`src/rtl/ro_sum_accumulator_pkg.sv`:
```
// Shared types and constants for the ring-oscillator sum accumulator.
// Optional build macro: SUM_SATURATE_EN (saturating 24-bit accumulation; wraps when undefined).
package ro_sum_accumulator_pkg;

  typedef enum logic {
    ST_IDLE  = 1'b0,
    ST_COUNT = 1'b1
  } state_t;

  localparam int ACC_W = 24;

  localparam logic [1:0] SEL_BYTE_HI  = 2'd0;
  localparam logic [1:0] SEL_BYTE_MID = 2'd1;
  localparam logic [1:0] SEL_BYTE_LO  = 2'd2;
  localparam logic [1:0] SEL_NONE     = 2'd3;

  function automatic logic [ACC_W-1:0] acc_add(input logic [ACC_W-1:0] a,
                                                input logic [ACC_W-1:0] b);
    logic [ACC_W:0] s;
    s = {1'b0, a} + {1'b0, b};
`ifdef SUM_SATURATE_EN
    return s[ACC_W] ? {ACC_W{1'b1}} : s[ACC_W-1:0];
`else
    return s[ACC_W-1:0];
`endif
  endfunction

endpackage

```
`src/rtl/ro_sum_accumulator_edge_sync.sv`:
```
// 2-FF synchronizer plus registered rising-edge detector for the ring-oscillator input.
module ro_edge_sync (
  input  logic clk,
  input  logic reset,
  input  logic async_in,
  output logic edge_pulse
);

  logic sync_1;
  logic sync_2;
  logic sync_2_d;

  always_ff @(posedge clk) begin
    if (reset) begin
      sync_1     <= 1'b0;
      sync_2     <= 1'b0;
      sync_2_d   <= 1'b0;
      edge_pulse <= 1'b0;
    end else begin
      sync_1     <= async_in;
      sync_2     <= sync_1;
      sync_2_d   <= sync_2;
      edge_pulse <= sync_2 & ~sync_2_d;
    end
  end

endmodule

```
`src/rtl/ro_sum_accumulator.sv`:
```
// Counts ring-oscillator edges per gate window and accumulates NUM_SAMPLES windows into a 24-bit sum.
// Optional build macro: SUM_SATURATE_EN (see package acc_add).
module ro_sum_accumulator
  import ro_sum_accumulator_pkg::*;
#(
  parameter int WINDOW_CYCLES = 1000,
  parameter int NUM_SAMPLES   = 16,
  parameter int CNT_W         = 16
) (
  input  logic             clk,
  input  logic             reset,
  input  logic             ro_in,
  input  logic             sum_en,
  input  logic [1:0]       send_sel,
  output logic [ACC_W-1:0] sum,
  output logic             sum_ready,
  output logic [7:0]       tx_data
);

  localparam int TW = (WINDOW_CYCLES > 1) ? $clog2(WINDOW_CYCLES) : 1;
  localparam int SW = (NUM_SAMPLES > 1) ? $clog2(NUM_SAMPLES) : 1;
  localparam logic [TW-1:0]    WIN_LAST = TW'(WINDOW_CYCLES - 1);
  localparam logic [SW-1:0]    IDX_LAST = SW'(NUM_SAMPLES - 1);
  localparam logic [CNT_W-1:0] CNT_MAX  = {CNT_W{1'b1}};

  state_t           state;
  state_t           state_next;
  logic             ro_edge;
  logic [TW-1:0]    win_timer;
  logic [CNT_W-1:0] edge_cnt;
  logic [SW-1:0]    sample_idx;
  logic [ACC_W-1:0] acc;
  logic [CNT_W-1:0] win_val;
  logic [ACC_W-1:0] win_ext;
  logic             win_end;
  logic             last_win;
  logic             counting;
  logic             complete;

  ro_edge_sync u_edge_sync (
    .clk       (clk),
    .reset     (reset),
    .async_in  (ro_in),
    .edge_pulse(ro_edge)
  );

  assign win_end  = (win_timer == WIN_LAST);
  assign last_win = (sample_idx == IDX_LAST);
  assign win_val  = (ro_edge && edge_cnt != CNT_MAX) ? edge_cnt + CNT_W'(1) : edge_cnt;
  assign win_ext  = ACC_W'(win_val);

  always_ff @(posedge clk) begin
    if (reset) state <= ST_IDLE;
    else       state <= state_next;
  end

  // A completion on the final window-end cycle wins over sum_en falling.
  always_comb begin
    state_next = state;
    counting   = 1'b0;
    complete   = 1'b0;
    case (state)
      ST_IDLE: begin
        if (sum_en) state_next = ST_COUNT;
      end
      ST_COUNT: begin
        counting = sum_en;
        complete = win_end && last_win;
        if (!sum_en) state_next = ST_IDLE;
      end
    endcase
  end

  always_ff @(posedge clk) begin
    if (reset || !counting) begin
      win_timer  <= '0;
      edge_cnt   <= '0;
      sample_idx <= '0;
      acc        <= '0;
    end else if (win_end) begin
      win_timer <= '0;
      edge_cnt  <= '0;
      if (last_win) begin
        sample_idx <= '0;
        acc        <= '0;
      end else begin
        sample_idx <= sample_idx + SW'(1);
        acc        <= acc_add(acc, win_ext);
      end
    end else begin
      win_timer <= win_timer + TW'(1);
      if (ro_edge && edge_cnt != CNT_MAX) edge_cnt <= edge_cnt + CNT_W'(1);
    end
  end

  always_ff @(posedge clk) begin
    if (reset) begin
      sum       <= '0;
      sum_ready <= 1'b0;
    end else begin
      sum_ready <= complete;
      if (complete) sum <= acc_add(acc, win_ext);
    end
  end

  always_comb begin
    tx_data = 8'h00;
    case (send_sel)
      SEL_BYTE_HI:  tx_data = sum[23:16];
      SEL_BYTE_MID: tx_data = sum[15:8];
      SEL_BYTE_LO:  tx_data = sum[7:0];
      SEL_NONE:     tx_data = 8'h00;
    endcase
  end

endmodule

```
`config.mk`:
```
export PLATFORM = sky130hd
export DESIGN_NAME = ro_sum_accumulator
export DESIGN_NICKNAME = d
export VERILOG_FILES = /design/src/rtl/ro_sum_accumulator_pkg.sv /design/src/rtl/ro_sum_accumulator_edge_sync.sv /design/src/rtl/ro_sum_accumulator.sv
export SDC_FILE = /design/constraint.sdc
export NUM_CORES = 1
export LEC_CHECK = 0
export ABC_AREA = 1
export CORE_MARGIN = 2
export CORE_UTILIZATION = 40
export CTS_CLUSTER_SIZE = 12
export DETAILED_ROUTE_END_ITERATION = 16
export RECOVER_POWER = 100
export SLEW_MARGIN = 15
export SYNTH_ARGS = -nofsm -noshare
export SYNTH_HDL_FRONTEND = slang
export SYNTH_SLANG_ARGS = --single-unit
```
`constraint.sdc`:
```
create_clock -name clk -period 7.48 [get_ports clk]
set_input_delay 1.122 -clock clk [delete_from_list [all_inputs] [get_ports clk]]
set_output_delay 1.122 -clock clk [all_outputs]
set_load 0.02 [all_outputs]
```
* Word level (Yosys, flattened, before mapping)
Index checks and enable logic that the tools add are counted.
** Cells by class
- Add/subtract/negate cells :: 4
- Eq/ne operators :: 6
- Multiplexer cells :: 7
- Bitwise logic cells :: 2
- Reductions and logical operators :: 6
** Operator list (count)
- one-hot mux 8 bit (4 select lines) :: 1
- adder 24 x 16 -> 24 bit :: 1
- two-way mux 24 bit :: 1
- adder 16 x 1 -> 16 bit, second input constant :: 1
- two-way mux 16 bit :: 1
- != test 16 bit, second input constant :: 1
- adder 10 x 1 -> 10 bit, second input constant :: 1
- == test 10 bit, second input constant :: 1
- adder 4 x 1 -> 4 bit, second input constant :: 1
- == test 2 bit, second input constant :: 2
- == test 4 bit, second input constant :: 1
- two-way mux 4 bit :: 1
- two-way mux 1 bit :: 3
- == test 2 x 1 -> 1 bit, second input constant :: 1
- logical AND 1 bit :: 2
- logical NOT 2 bit :: 1
- OR reduction 2 bit :: 1
- AND 1 bit :: 1
- logical NOT 1 bit :: 1
- logical OR 1 bit :: 1
- NOT 1 bit :: 1
** Word-level totals
- Bits in registers :: 84
- Bits of input ports :: 6
- Output and inout port bits :: 33
- Logic and storage cells :: 36

* Logic depth before layout (Yosys ltp)
- Depth after elaboration :: 5
- Depth in mapped cells :: 24
- Mapped depth without buffers :: 24

* Modules after synthesis
A second synthesis with hierarchy kept.
** Unflattened totals
- Cells, all modules :: 818
- Area total of the unflattened synthesis :: 5126.2 µm²
** Modules (own cells, without submodules)
- ro_sum_accumulator :: instances 1, cells an instance 806, area an instance 5011.1 µm²
- ro_edge_sync :: instances 1, cells an instance 12, area an instance 115.1 µm²

* Worst setup path before layout
OpenSTA, ideal clock, no wires.
- Path kind :: input port to output port
- From :: in send_sel[1]
- To :: out tx_data[0]
- Arrival :: 1.703 ns
- Required time :: 6.358 ns
- Setup slack :: 4.655 ns
- Cell stages on the path :: 4
- Path buffers :: 0
- Path through :: inv_1 -> nor2_1 -> nand2_1 -> nand3_1
** Between the ends
- Word-level cells in the longest chain between the ends :: 2
** Ends and longest elaborated chain
- start, declared :: RTL line ro_sum_accumulator.sv:14 : input logic [1:0] send_sel,
- == test 2 bit (tied with other cells) :: RTL line ro_sum_accumulator.sv:108 : case (send_sel)
- one-hot mux 8 bit (4 select lines) * :: RTL line ro_sum_accumulator.sv:108
- end, declared :: RTL line ro_sum_accumulator.sv:17 : output logic [7:0] tx_data
Every way passes the cells marked *; elsewhere a longest branch is shown, timed or not.

* Final worst setup path
- From :: in reset
- To :: reg win_timer[8]
** Between the ends
- Word-level cells in the longest chain between the ends :: 2
** Ends and longest elaborated chain
- start, declared :: RTL line ro_sum_accumulator.sv:11 : input logic reset,
- logical OR 1 bit :: RTL line ro_sum_accumulator.sv:75 : if (reset || !counting) begin
- OR reduction 2 bit (no line)
- end signal, assigned :: RTL line ro_sum_accumulator.sv:91 : win_timer <= win_timer + TW'(1);
- end, declared :: RTL line ro_sum_accumulator.sv:29 : logic [TW-1:0] win_timer;
Every way passes these cells.
A chain may end at the register's enable or synchronous reset.

==> results.txt <==
Post-synth EDFFs -> 0
asr flop ratio synth -> 0%
unrepaired setup endpoints after global routing -> no
GRT Total Usage -> 19.74%
root buf cell -> clkbuf_16
cell area power density -> 164.4 nW/um^2
Mapped Nets -> 832
# IOs -> 39
# resized after CTS -> 0
vias per cell -> 4.687
Seq cells post-synth -> 84
complex-gate fraction of the synthesized area -> 7.125%
initial antenna violation count -> 0
sequential fraction of design power -> 46.2%
Crit path required time -> 7.78 ns
Placed Area -> 5607 sq um
WL final -> 13.04 mm
Clock Latency Late Sink -> 0.35 ns
Post-Synth Adder-Cell Area -> 5.044%
HP Class -> reg2reg
share of total power in combinational logic -> 2.2%
sequential area share after synthesis -> 32.91%
DIE HEIGHT -> 117.0 um
mux cell area share after synthesis -> 0%
fin area -> 5911 sq um
Max-Cap Viols -> 0
clock transition at the registers of the reported paths -> 0.07 ns
CTS tree -> yes
DRC viols -> 0
cell area after synthesis -> 5110 sq um
H-tree depth -> 3
filler instances -> 1357
largest net degree at the start of global routing -> 33
DIE WIDTH -> 117.0 um
via count -> 4781
Period minus WS final -> 4.539 ns
clock sinks -> 84
Avg Cell Area, Syn -> 6.340 sq um
largest family of logic cells by synthesized area -> simple AND/OR/NAND/NOR gates
Int Pwr -> 0.7530 mW
die area -> 13690 sq um
FP Rows -> 41
Worst R2R End -> acc[19]$_SDFFE_PP0N_
Placer Congestion -> 0.8983
crit path to -> win_timer[8]$_SDFF_PP0_
global-route wire length before repair -> 20.99 mm
peak supply drop -> 0.00008855 V
Crit. End Element -> register
register area -> 1682 sq um
reg-to-reg startpoint -> edge_cnt[0]$_SDFF_PP0_
Simple-Gate Fraction of Synth Area -> 38.86%
DR pass1 iterations -> 4
Final nets -> 869
total core area -> 12570 sq um
crit start category -> primary input
Initial Util -> 40.66%
Post-CTS Setup Bufs -> 0
Routed Antenna Nets -> 0
total negative slack -> 0 ns
Cell variety after synth -> 38
number of buffers created by CTS -> 9
Slew Limit Fails -> 0
global route overflow -> 0
Fin. Hold Viols -> 0
cells on worst reg2reg path -> 17
critical path launch point -> reset
Clk network pwr share -> 51.6%
overall power -> 0.9720 mW
setup violators final -> 0
Multi-input gate area -> 2804 sq um
share of post-route cells with drive strength above 1 -> 3.656%
ANT cells -> 0
Max-slew headroom -> 21.45%
Initial DRC Count -> 289
Max Fclk -> 220.3 MHz
sw power -> 0.2190 mW
YS warnings -> 0
Post-synth top flop -> dfxtp_1
Bufs on Longest Clock Path -> 2
status -> complete, no violations
number of port buffers -> 38
critical path fanouts, max -> 32
leakage -> 2.895 nW
wire per inst -> 12.79 um
XOR/XNOR Fraction of Synth Area -> 4.285%
area delta synth->final -> 15.67%
skew final -> 0.003684 ns
Slew @ Worst Pin -> 1.174 ns
vias in the first global route -> 4274
critical path class -> in2reg
cells after synthesis -> 806
cts hold-fix bufs -> 0
crit path DAT -> 4.84 ns
R2R Setup Slk -> 3.79 ns
Final period util -> 60.69%
switching share of total power -> 22.53%
DP HPWL -> 10.08 mm
## power by group through the flow
stage	Sequential, mW	Combinational, mW	Clock, mW
2_1_floorplan	0.459	0.0146	0
3_3_place_gp	0.459	0.0220	0
3_5_place_dp	0.459	0.0220	0
4_1_cts	0.449	0.0221	0.513
5_1_grt	0.449	0.0235	0.531
6_report	0.449	0.0211	0.502
## cell type report
cell class,count,area share [%]
inverters,130,8.256
clock buffers,9,3.810
well taps,172,3.641
flip-flops and latches,84,28.45
multi-input cells,578,47.44
repair buffers,40,6.626
clock inverters,7,1.778
## critical path, cell delays in order
cell and delay [ns]:
dlygate4sd3_1 0.53, clkbuf_1 0.47, nor2_1 0.31, nand2_1 0.15, nor2_1 0.92, inv_1 0.86, a21oi_1 0.32, o21a_1 0.15
## state kept, by name (all words and copies together), names as in the netlist, 4 cells and up
name	count
sum	24
win_timer	10
edge_cnt	16
sample_idx	4
acc	24
## cell usage in the layout (no fill, tap or decap), types with 7 or more instances in the layout
| master | Yosys | final |
|---|---|---|
| nand4_1 | 16 | 16 |
| clkbuf_16 | 0 | 9 |
| xnor2_1 | 8 | 8 |
| nor2_1 | 108 | 110 |
| nand2_1 | 250 | 251 |
| inv_1 | 125 | 127 |
| xor2_1 | 17 | 17 |
| nor3_1 | 7 | 7 |
| o21ai_0 | 21 | 36 |
| a21oi_1 | 24 | 24 |
| dlygate4sd3_1 | 0 | 34 |
| dfxtp_1 | 84 | 84 |
| nand3_1 | 58 | 59 |
| ha_1 | 19 | 19 |
## per-stage QoR
stage	worst slack (ns)	util [%]	cells	hold slack, ns
final	2.941	47.03	1020	0.4026
after detailed placement	3.494	44.61	1004	0.3981
after CTS	3.493	47.24	1020	0.4110
after global placement	3.504	44.61	1004	0.3750
after floorplan	4.655	-	806	0.3728
after global routing	2.471	47.03	1020	0.4187
## layer usage
layer	vias to the layer above	wire length [um]	track usage [%]
met5	-	0	0
met3	12	315	2.987
li1	2583	-	-
met1	2134	6686	28.05
met2	52	5867	30.98
met4	0	174	6.039
## how the worst min path moves through the flow
stage                                     from                           endpoint  slack, ns  cells past startpoint
4_1_cts        u_edge_sync.sync_2_d$_SDFF_PP0_  u_edge_sync.edge_pulse$_SDFF_PP0_       0.41                      1
2_1_floorplan  u_edge_sync.sync_2_d$_SDFF_PP0_  u_edge_sync.edge_pulse$_SDFF_PP0_       0.37                      1
3_3_place_gp   u_edge_sync.sync_2_d$_SDFF_PP0_  u_edge_sync.edge_pulse$_SDFF_PP0_       0.38                      1
5_1_grt        u_edge_sync.sync_2_d$_SDFF_PP0_  u_edge_sync.edge_pulse$_SDFF_PP0_       0.42                      1
6_report       u_edge_sync.sync_2_d$_SDFF_PP0_  u_edge_sync.edge_pulse$_SDFF_PP0_       0.40                      1
3_5_place_dp   u_edge_sync.sync_2_d$_SDFF_PP0_  u_edge_sync.edge_pulse$_SDFF_PP0_       0.40                      1
## cell families (layout without fill, tap and decap cells)
| kind of cell | Yosys count | after routing |
|---|---|---|
| xor gates and xnor gates | 25 | 25 |
| adders and majority gates | 20 | 20 |
| buffers and inverters | 144 | 186 |
| AOI/OAI and AO/OA | 70 | 70 |
| and+or+nand+nor | 463 | 463 |
| DFF | 84 | 84 |
## cells in the mapped netlist (3+ instances only)
| cell type | number | area share [%] |
|---|---|---|
| nand2_1 | 250 | 18 |
| inv_1 | 125 | 9.2 |
| nor2_1 | 108 | 7.9 |
| dfxtp_1 | 84 | 33 |
| nand3_1 | 58 | 5.7 |
| a21oi_1 | 24 | 2.4 |
| o21ai_0 | 21 | 2.1 |
| o21ai_1 | 20 | 2.0 |
| ha_1 | 19 | 4.7 |
| xor2_1 | 17 | 2.9 |
| nand4_1 | 16 | 2.0 |
| xnor2_1 | 8 | 1.4 |
| nor3_1 | 7 | 0.69 |
| buf_2 | 5 | 0.49 |
| inv_2 | 5 | 0.37 |
| buf_6 | 4 | 0.88 |
| nor3b_1 | 4 | 0.59 |
| and2_1 | 3 | 0.37 |
| nand2_2 | 3 | 0.37 |
Note: power is estimated with default switching activity, not from simulation.
